## config.mk

```make
export PLATFORM = sky130hd
export DESIGN_NAME = ship_placement_ctrl
export DESIGN_NICKNAME = d
export VERILOG_FILES = /design/src/rtl/ship_placement_ctrl.sv
export SDC_FILE = /design/constraint.sdc
export NUM_CORES = 1
export LEC_CHECK = 0
export CORE_ASPECT_RATIO = 1.5
export CORE_UTILIZATION = 57
export DETAILED_ROUTE_END_ITERATION = 8
export PLACE_DENSITY_LB_ADDON = 0.15
export SLEW_MARGIN = 40
export SYNTH_ARGS = -nofsm -noshare
export SYNTH_HDL_FRONTEND = slang
export SYNTH_SLANG_ARGS = --single-unit
```

## constraint.sdc

```tcl
create_clock -name clk -period 6.2 [get_ports clk]
set_clock_uncertainty 0.05 [all_clocks]
set_input_delay 0.62 -clock clk [delete_from_list [all_inputs] [get_ports clk]]
set_output_delay 0.62 -clock clk [all_outputs]
set_load 0.01 [all_outputs]
```

## src/rtl/ship_placement_ctrl.sv

```systemverilog
// Player ship-placement stage: conditions five raw active-low buttons, moves a
// wrapping cursor over the 5x5 board and places single-cell ships up to a target.
module ship_placement_ctrl #(
    parameter logic [15:0] DEBOUNCE_CYCLES = 16'd50000
) (
    input  logic       clk,
    input  logic       rst,
    input  logic       start,
    input  logic [2:0] num_ships,
    input  logic       btn_up_n,
    input  logic       btn_down_n,
    input  logic       btn_left_n,
    input  logic       btn_right_n,
    input  logic       btn_sel_n,
    output logic [1:0] ship_grid [0:4][0:4],
    output logic [2:0] cursor_row,
    output logic [2:0] cursor_col,
    output logic [2:0] ships_placed,
    output logic       all_ships_set,
    output logic       place_err
);

    typedef enum logic [1:0] {IDLE, PLACING, DONE} state_t;

    localparam int BTN_UP    = 0;
    localparam int BTN_DOWN  = 1;
    localparam int BTN_LEFT  = 2;
    localparam int BTN_RIGHT = 3;
    localparam int BTN_SEL   = 4;

    logic [4:0]       btn_raw;
    logic [4:0]       sync1, sync2, deb, deb_d, press;
    logic [4:0][15:0] cnt;

    state_t     state, state_n;
    logic [1:0] grid_n [0:4][0:4];
    logic [2:0] row_n, col_n, placed_n, target, target_n, clamp;
    logic       err_n;

    assign btn_raw = {btn_sel_n, btn_right_n, btn_left_n, btn_down_n, btn_up_n};

    // Synchronize, debounce and turn each debounced 1->0 edge into a registered one-cycle press.
    always_ff @(posedge clk or posedge rst) begin
        if (rst) begin
            sync1 <= '1;
            sync2 <= '1;
            deb   <= '1;
            deb_d <= '1;
            press <= '0;
            cnt   <= '0;
        end else begin
            sync1 <= btn_raw;
            sync2 <= sync1;
            deb_d <= deb;
            press <= deb_d & ~deb;
            for (int i = 0; i < 5; i++) begin
                if (sync2[i] == deb[i]) begin
                    cnt[i] <= '0;
                end else if (cnt[i] >= DEBOUNCE_CYCLES - 16'd1) begin
                    deb[i] <= sync2[i];
                    cnt[i] <= '0;
                end else begin
                    cnt[i] <= cnt[i] + 16'd1;
                end
            end
        end
    end

    assign clamp = (num_ships == 3'd0) ? 3'd1 :
                   (num_ships > 3'd5)  ? 3'd5 : num_ships;

    always_ff @(posedge clk or posedge rst) begin
        if (rst) begin
            state        <= IDLE;
            ship_grid    <= '{default: 2'b00};
            cursor_row   <= 3'd0;
            cursor_col   <= 3'd0;
            ships_placed <= 3'd0;
            target       <= 3'd1;
            place_err    <= 1'b0;
        end else begin
            state        <= state_n;
            ship_grid    <= grid_n;
            cursor_row   <= row_n;
            cursor_col   <= col_n;
            ships_placed <= placed_n;
            target       <= target_n;
            place_err    <= err_n;
        end
    end

    // start overrides everything; otherwise at most one press acts per cycle, by priority.
    always_comb begin
        state_n  = state;
        grid_n   = ship_grid;
        row_n    = cursor_row;
        col_n    = cursor_col;
        placed_n = ships_placed;
        target_n = target;
        err_n    = 1'b0;
        if (start) begin
            state_n  = PLACING;
            grid_n   = '{default: 2'b00};
            row_n    = 3'd0;
            col_n    = 3'd0;
            placed_n = 3'd0;
            target_n = clamp;
        end else if (state == PLACING) begin
            if (press[BTN_SEL]) begin
                if (ship_grid[cursor_row][cursor_col] == 2'b00) begin
                    grid_n[cursor_row][cursor_col] = 2'b01;
                    placed_n = ships_placed + 3'd1;
                    if (placed_n == target) begin
                        state_n = DONE;
                    end
                end else begin
                    err_n = 1'b1;
                end
            end else if (press[BTN_UP]) begin
                row_n = (cursor_row == 3'd0) ? 3'd4 : cursor_row - 3'd1;
            end else if (press[BTN_DOWN]) begin
                row_n = (cursor_row == 3'd4) ? 3'd0 : cursor_row + 3'd1;
            end else if (press[BTN_LEFT]) begin
                col_n = (cursor_col == 3'd0) ? 3'd4 : cursor_col - 3'd1;
            end else if (press[BTN_RIGHT]) begin
                col_n = (cursor_col == 3'd4) ? 3'd0 : cursor_col + 3'd1;
            end
        end
    end

    assign all_ships_set = (state == DONE);

endmodule
```

==> results of run 1 <==
-- worst reg2reg max path, cell delays in order, from the launching register on --
cell and delay (ps):
dfrtp_1 510, or3b_1 530, o22ai_1 280, o31ai_1 190
o21bai_4 590, o32ai_1 210
-- worst max-delay path by stage --
stage                              from            end  slack, ps  cells after the start
final                     cursor_row[2]   ship_grid[2]       3680                      5
after detailed placement            rst   ship_grid[9]       3680                      3
after CTS                 cursor_row[2]  ship_grid[42]       3710                      5
after floorplan                     rst         cnt[0]        960                      1
after global placement              rst  ship_grid[15]       3570                      3
after global routing      cursor_row[2]  ship_grid[28]       3580                      5
-- sequential cells by signal, summed over array words and instances (netlist names) --
register	count
cnt	80
ship_grid	50
deb	5
deb_d	5
press	5
sync1	5
sync2	5
cursor_col	3
cursor_row	3
ships_placed	3
target	3
state	2
place_err	1
-- logic make-up (layout without fill, tap and decap cells) --
family / count (synthesis) / after routing / share of synthesized area, %
muxes: 13 / 13 / 1.857
adders and majority gates: 14 / 14 / 2.281
DFF: 170 / 170 / 55.73
buffers and inverters: 53 / 137 / 3.274
xor gates and xnor gates: 75 / 75 / 8.552
and+or+nand+nor: 320 / 320 / 20.31
AOI/OAI and AO/OA: 82 / 82 / 7.998
-- final cells by class --
class	count	share of cell area (%)
repair buffers	73	7.951
well taps	159	2.195
flip-flops and latches	170	47.23
multi-input cells	504	34.75
inverters	32	1.463
clock buffers	17	4.694
clock inverters	15	1.726
-- per-layer routing --
layer / track usage [%] / part of all wire, %
met1: 28.20 / 39
met2: 45.52 / 55
met3: 3.867 / 3.3
met4: 10.05 / 2.4
met5: 0 / 0
-- cell usage in the layout, fill, tap and decap left out, types with 6 or more instances in the layout --
cell type / netlist / layout
a21oi_1: 11 / 11
and3_1: 13 / 13
clkbuf_16: 0 / 17
clkdlybuf4s50_1: 0 / 70
dfrtp_1: 149 / 149
dfstp_2: 21 / 21
ha_1: 14 / 14
inv_1: 32 / 31
inv_6: 0 / 6
mux2_2: 9 / 9
nand2_1: 40 / 40
nand2b_1: 9 / 9
nand3_1: 40 / 40
nand4_1: 7 / 7
nor2_1: 131 / 131
nor2b_1: 34 / 34
nor3_1: 9 / 9
nor4_1: 7 / 7
o21ai_0: 12 / 12
o22ai_1: 8 / 8
o31ai_1: 6 / 6
o32ai_1: 20 / 20
xnor2_1: 26 / 26
xor2_1: 49 / 49
-- metrics by stage --
step / setup slack (ps) / instance area, µm² / power, W / cells
finish: 3678 / 9064 / 0.002240 / 970
global route: 3578 / 9064 / 0.002322 / 970
CTS: 3712 / 9059 / 0.002265 / 970
detailed placement: 3679 / 8477 / 0.001230 / 938
global placement: 3565 / 8474 / 0.001226 / 938
floorplan: 961.3 / 7681 / 0.001205 / 727
-- power by group --
| group | leakage, nW | internal [W] | switching (W) |
|---|---|---|---|
| clock | 0.286 | 0.000569 | 0.000463 |
| combinational | 1.28 | 0.0000210 | 0.0000481 |
| sequential | 2.28 | 0.00113 | 0.0000132 |
| total | 3.84 | 0.00172 | 0.000525 |
==> flow_metrics.env, run 1 <==
export IMPL_outcome="complete, no violations"
export IMPL_whs_ps=306.5
export IMPL_antenna_found_initial=0
export IMPL_drt_first_pass_iters=5
export IMPL_yosys_top_cells_count="dfrtp_1, nor2_1, xor2_1, nand2_1, nand3_1"
export IMPL_grt_pass1_wl_mm=27.28
export IMPL_postRouteWirelength_mm=15.97
export IMPL_wire_per_inst_um=16.47
export IMPL_grt_total_usage_pct=24.53
export IMPL_relSlewSlack_pct=49.41
export IMPL_hold_buffers=0
export IMPL_die_height_um=144.2
export IMPL_nets=823
export IMPL_p_leak_nw=3.842
export IMPL_cts_root_buf="clkbuf_16"
export IMPL_via_count=5569
export IMPL_post_cts_setup_buffers=0
export IMPL_synth_edf_count=0
export IMPL_layout_drive_gt1_share_pct=9.494
export IMPL_postSynthAreaPerCell_um2=10.57
export IMPL_cp_data_arrival_time_ps=2730
export IMPL_ios=72
export IMPL_core_area_mm2=0.01308
export IMPL_ys_seq_elements=170
export IMPL_timing_rr_end="ship_grid[2]"
export IMPL_worstHoldPathCells=0
export IMPL_yosys_area_top_type="dfrtp_1"
export IMPL_max_stage_delay_ps=590
export IMPL_cts_path_max_buffers=2
export IMPL_drc=0
export IMPL_rsz0062_at_grt="no"
export IMPL_reg2regPathDepth=5
export IMPL_die_area_mm2=0.01395
export IMPL_post_route_util_pct=69.29
export IMPL_max_freq_mhz=396.5
export IMPL_grt_ovfl_total=0
export IMPL_viasPerCell=5.741
export IMPL_max_cap_violations=0
export IMPL_initial_utilization_pct=58.72
export IMPL_cts_sinks=170
export IMPL_place_gp_congestion=0.8953
export IMPL_htreeDepth=4
export IMPL_clk_pin_slew_worst_paths_ps=70
export IMPL_peakVddDrop_mv=0.1713
export IMPL_synthTopCellsByArea="dfrtp_1, dfstp_2, nor2_1"
export IMPL_cts_resized=0
export IMPL_ys_async_sr_fraction_pct=100.0
export IMPL_synth_flop_cell="dfrtp_1"
export IMPL_path_max_fanout=28
export IMPL_syn_cell_area_mm2=0.007681
export IMPL_antenna_cells=0
export IMPL_grt_start_max_net_pins=116
export IMPL_cp_top_family="compound AO/OA/AOI/OAI gates"
export IMPL_fin_crit_sh_pct=40.68
export IMPL_required_ps=6400
export IMPL_ant_nets=0
export IMPL_areaGrowthSynthToFinish_pct=18.00
export IMPL_drt_iter0_markers=231
export IMPL_min_path_type="register to register"
export IMPL_cts_tree="done"
export IMPL_multiInputGateArea_mm2=0.003149
export IMPL_critical_path_class="register to register"
export IMPL_num_rows=51
export IMPL_critPathSlowestCell="o21bai_4"
export IMPL_timing_rr_start="cursor_row[2]"
export IMPL_netlist_area_leader_share_pct=48.54
export IMPL_final_max_slew_viol_count=0
export IMPL_clock_latency_ps=420
export IMPL_area_sequential_mm2=0.004280
export IMPL_cts_buffers_inserted=17
export IMPL_io_buffers=71
export IMPL_power_density_mw_per_mm2=247.2
export IMPL_setup_viol=0
export IMPL_dp_hpwl_mm=11.17
export IMPL_tightest_slew_ps=758.9
export IMPL_ys_seq_area_share_pct=55.73
export IMPL_min_from="sync1[1]"
export IMPL_synth_most_common_cell="dfrtp_1"
export IMPL_syn_num_nets=752
export IMPL_nFillCells=984
export IMPL_grt_pass1_vias=5714
export IMPL_die_w_um=96.78
export IMPL_hold_viol=0
export IMPL_reg2reg_slack_ps=3680
export IMPL_ys_warn_count=0
export IMPL_crit_buf_inv=0
export IMPL_critPathCaptureType="register"
export IMPL_hold_path_endpoint="sync2[1]"
export IMPL_period_minus_slack_ps=2522
export IMPL_worstSetupStartpointType="register"
export IMPL_setup_tns_final_ps=0
export IMPL_cp_cell_sequence="or3b_1 > o22ai_1 > o31ai_1 > o21bai_4 > o32ai_1"
export IMPL_synth_cell_types=48
export IMPL_postSynthCellCount=727
Note: power is estimated with default switching activity, not from simulation.
==> run 2: changes to the inputs <==
Clock period 6.2 ns to 2.45 ns, I/O delays scaled along.
==> run 2 against run 1 <==
Effect of this change: global-route usage about the same; via count is 0.11% lower; total power grew to 2.6 times the previous value; fmax increased by 12%; die area did not move; worst setup slack got worse by 3500 ps; flip-flop and latch count unchanged.
==> flow_metrics.env, run 2 (synthesis results as in run 1) <==
export IMPL_critPathSlowestCell="or3b_1"
export IMPL_path_max_fanout=10
export IMPL_hold_buffers=0
export IMPL_worstSetupStartpointType="register"
export IMPL_timing_rr_start="cursor_row[0]"
export IMPL_htreeDepth=4
export IMPL_grt_total_usage_pct=24.57
export IMPL_relSlewSlack_pct=66.38
export IMPL_min_path_type="primary input to asynchronous set/reset pin"
export IMPL_required_ps=2700
export IMPL_setup_viol=0
export IMPL_areaGrowthSynthToFinish_pct=20.07
export IMPL_final_max_slew_viol_count=0
export IMPL_power_share_clock_pct=47.8
export IMPL_num_rows=51
export IMPL_antenna_cells=0
export IMPL_switching_share_pct=21.53
export IMPL_io_buffers=71
export IMPL_die_area_mm2=0.01395
export IMPL_grt_pass1_vias=5588
export IMPL_grt_start_max_net_pins=87
export IMPL_cts_root_buf="clkbuf_16"
export IMPL_drt_first_pass_iters=5
export IMPL_p_leak_nw=3.919
export IMPL_reg2reg_slack_ps=190
export IMPL_final_cell_mix="dfrtp_1, nor2_1, clkdlybuf4s50_1, xor2_1, nand3_1"
export IMPL_die_w_um=96.78
export IMPL_reg_top3="cnt: 80 flops, ship_grid: 50 flops"
export IMPL_layout_drive_gt1_share_pct=10.99
export IMPL_via_count=5563
export IMPL_antenna_found_initial=0
export IMPL_clock_latency_ps=420
export IMPL_critPathCaptureType="register"
export IMPL_core_area_mm2=0.01308
export IMPL_cts_buffers_inserted=17
export IMPL_die_height_um=144.2
export IMPL_post_cts_setup_buffers=0
export IMPL_cts_tree="done"
export IMPL_power_density_mw_per_mm2=636.8
export IMPL_max_stage_delay_ps=500
export IMPL_clk_pin_slew_worst_paths_ps=60
export IMPL_drc=0
export IMPL_initial_utilization_pct=58.72
export IMPL_critical_path_class="register to register"
export IMPL_nFillCells=969
export IMPL_wire_per_inst_um=16.66
export IMPL_layout_cells_non_filler=978
export IMPL_cts_sinks=170
export IMPL_grt_ovfl_total=0
export IMPL_cp_top_family="compound AO/OA/AOI/OAI gates"
export IMPL_max_cap_violations=0
export IMPL_ant_nets=0
export IMPL_seq_power_share_pct=49.1
export IMPL_crit_buf_inv=0
export IMPL_dp_cells=945
export IMPL_rsz0062_at_grt="no"
export IMPL_largest_register="cnt"
export IMPL_outcome="complete, no violations"
export IMPL_postRouteWirelength_mm=16.30
export IMPL_switching_power_w=0.001265
export IMPL_place_gp_congestion=0.9273
export IMPL_cp_cell_sequence="or3b_1 > o22ai_1 > o31ai_4 > o21ai_1 > nor2_1 > mux2_1"
export IMPL_dp_hpwl_mm=11.36
export IMPL_timing_rr_end="ships_placed[0]"
export IMPL_period_minus_slack_ps=2260
export IMPL_cts_path_max_buffers=2
export IMPL_hold_viol=0
export IMPL_fin_crit_sh_pct=92.25
export IMPL_cp_data_arrival_time_ps=2510
export IMPL_grt_pass1_wl_mm=27.10
export IMPL_max_freq_mhz=442.4
export IMPL_nets=831
export IMPL_layout_commonest_cell="dfrtp_1"
export IMPL_setup_tns_final_ps=0
export IMPL_p_int_w=0.004608
export IMPL_largest_reg_flops=80
export IMPL_viasPerCell=5.688
export IMPL_tightest_slew_ps=503.2
export IMPL_ios=72
export IMPL_drt_iter0_markers=322
export IMPL_combPwrFrac_pct=3.1
export IMPL_cts_resized=0
export IMPL_peakVddDrop_mv=0.4051
export IMPL_reg2regPathDepth=6
[run 2: worst max-delay path by stage]
stage                       start               to  slack [ps]  cells past startpoint
finish              cursor_row[0]  ships_placed[0]         190                      6
global route        cursor_row[0]  ships_placed[0]          70                      6
CTS                 cursor_row[0]    ship_grid[12]          10                      6
detailed placement  cursor_row[0]    ship_grid[42]          90                      5
global placement    cursor_row[0]         state[0]         150                      6
floorplan                     rst           cnt[0]           3                      1
[run 2: metal layers]
layer,global-route usage (%),vias up,share of wire [%]
met2,45.33,142,54
li1,-,2641,-
met3,4.108,28,3.3
met4,9.505,0,1.9
met5,0,-,0
met1,28.55,2752,40
[run 2: per-stage QoR]
step | hold WS [ps] | setup WS, ps | utilization (%) | power (W) | area [µm²]
after floorplan | 199.5 | 3.430 | - | 0.003050 | 7685
after global placement | 296.8 | 152.6 | 65.27 | 0.003109 | 8538
after detailed placement | 296.8 | 85.42 | 65.27 | 0.003118 | 8538
after CTS | 56.71 | 12.96 | 70.08 | 0.005942 | 9168
after global routing | 77.86 | 72.26 | 70.50 | 0.006070 | 9223
final | 62.22 | 189.8 | 70.50 | 0.005873 | 9223
[run 2: power by group through the flow]
stage	logic (W)	clock network [W]	registers, W
after floorplan	0.000126	0	0.00292
after global placement	0.000179	0	0.00293
after detailed placement	0.000186	0	0.00293
after CTS	0.000188	0.00287	0.00288
after global routing	0.000212	0.00297	0.00289
final	0.000183	0.00281	0.00288
[run 2: final cells by class]
class / instances / area [µm²] / share of cell area (%)
Tap cell: 159 / 198.9 / 2.157
Clock buffer: 21 / 470.5 / 5.101
Clock inverter: 11 / 158.9 / 1.723
Timing Repair Buffer: 80 / 785.8 / 8.520
Sequential cell: 170 / 4280 / 46.41
Inverter: 32 / 123.9 / 1.343
Multi-Input combinational cell: 505 / 3204 / 34.74
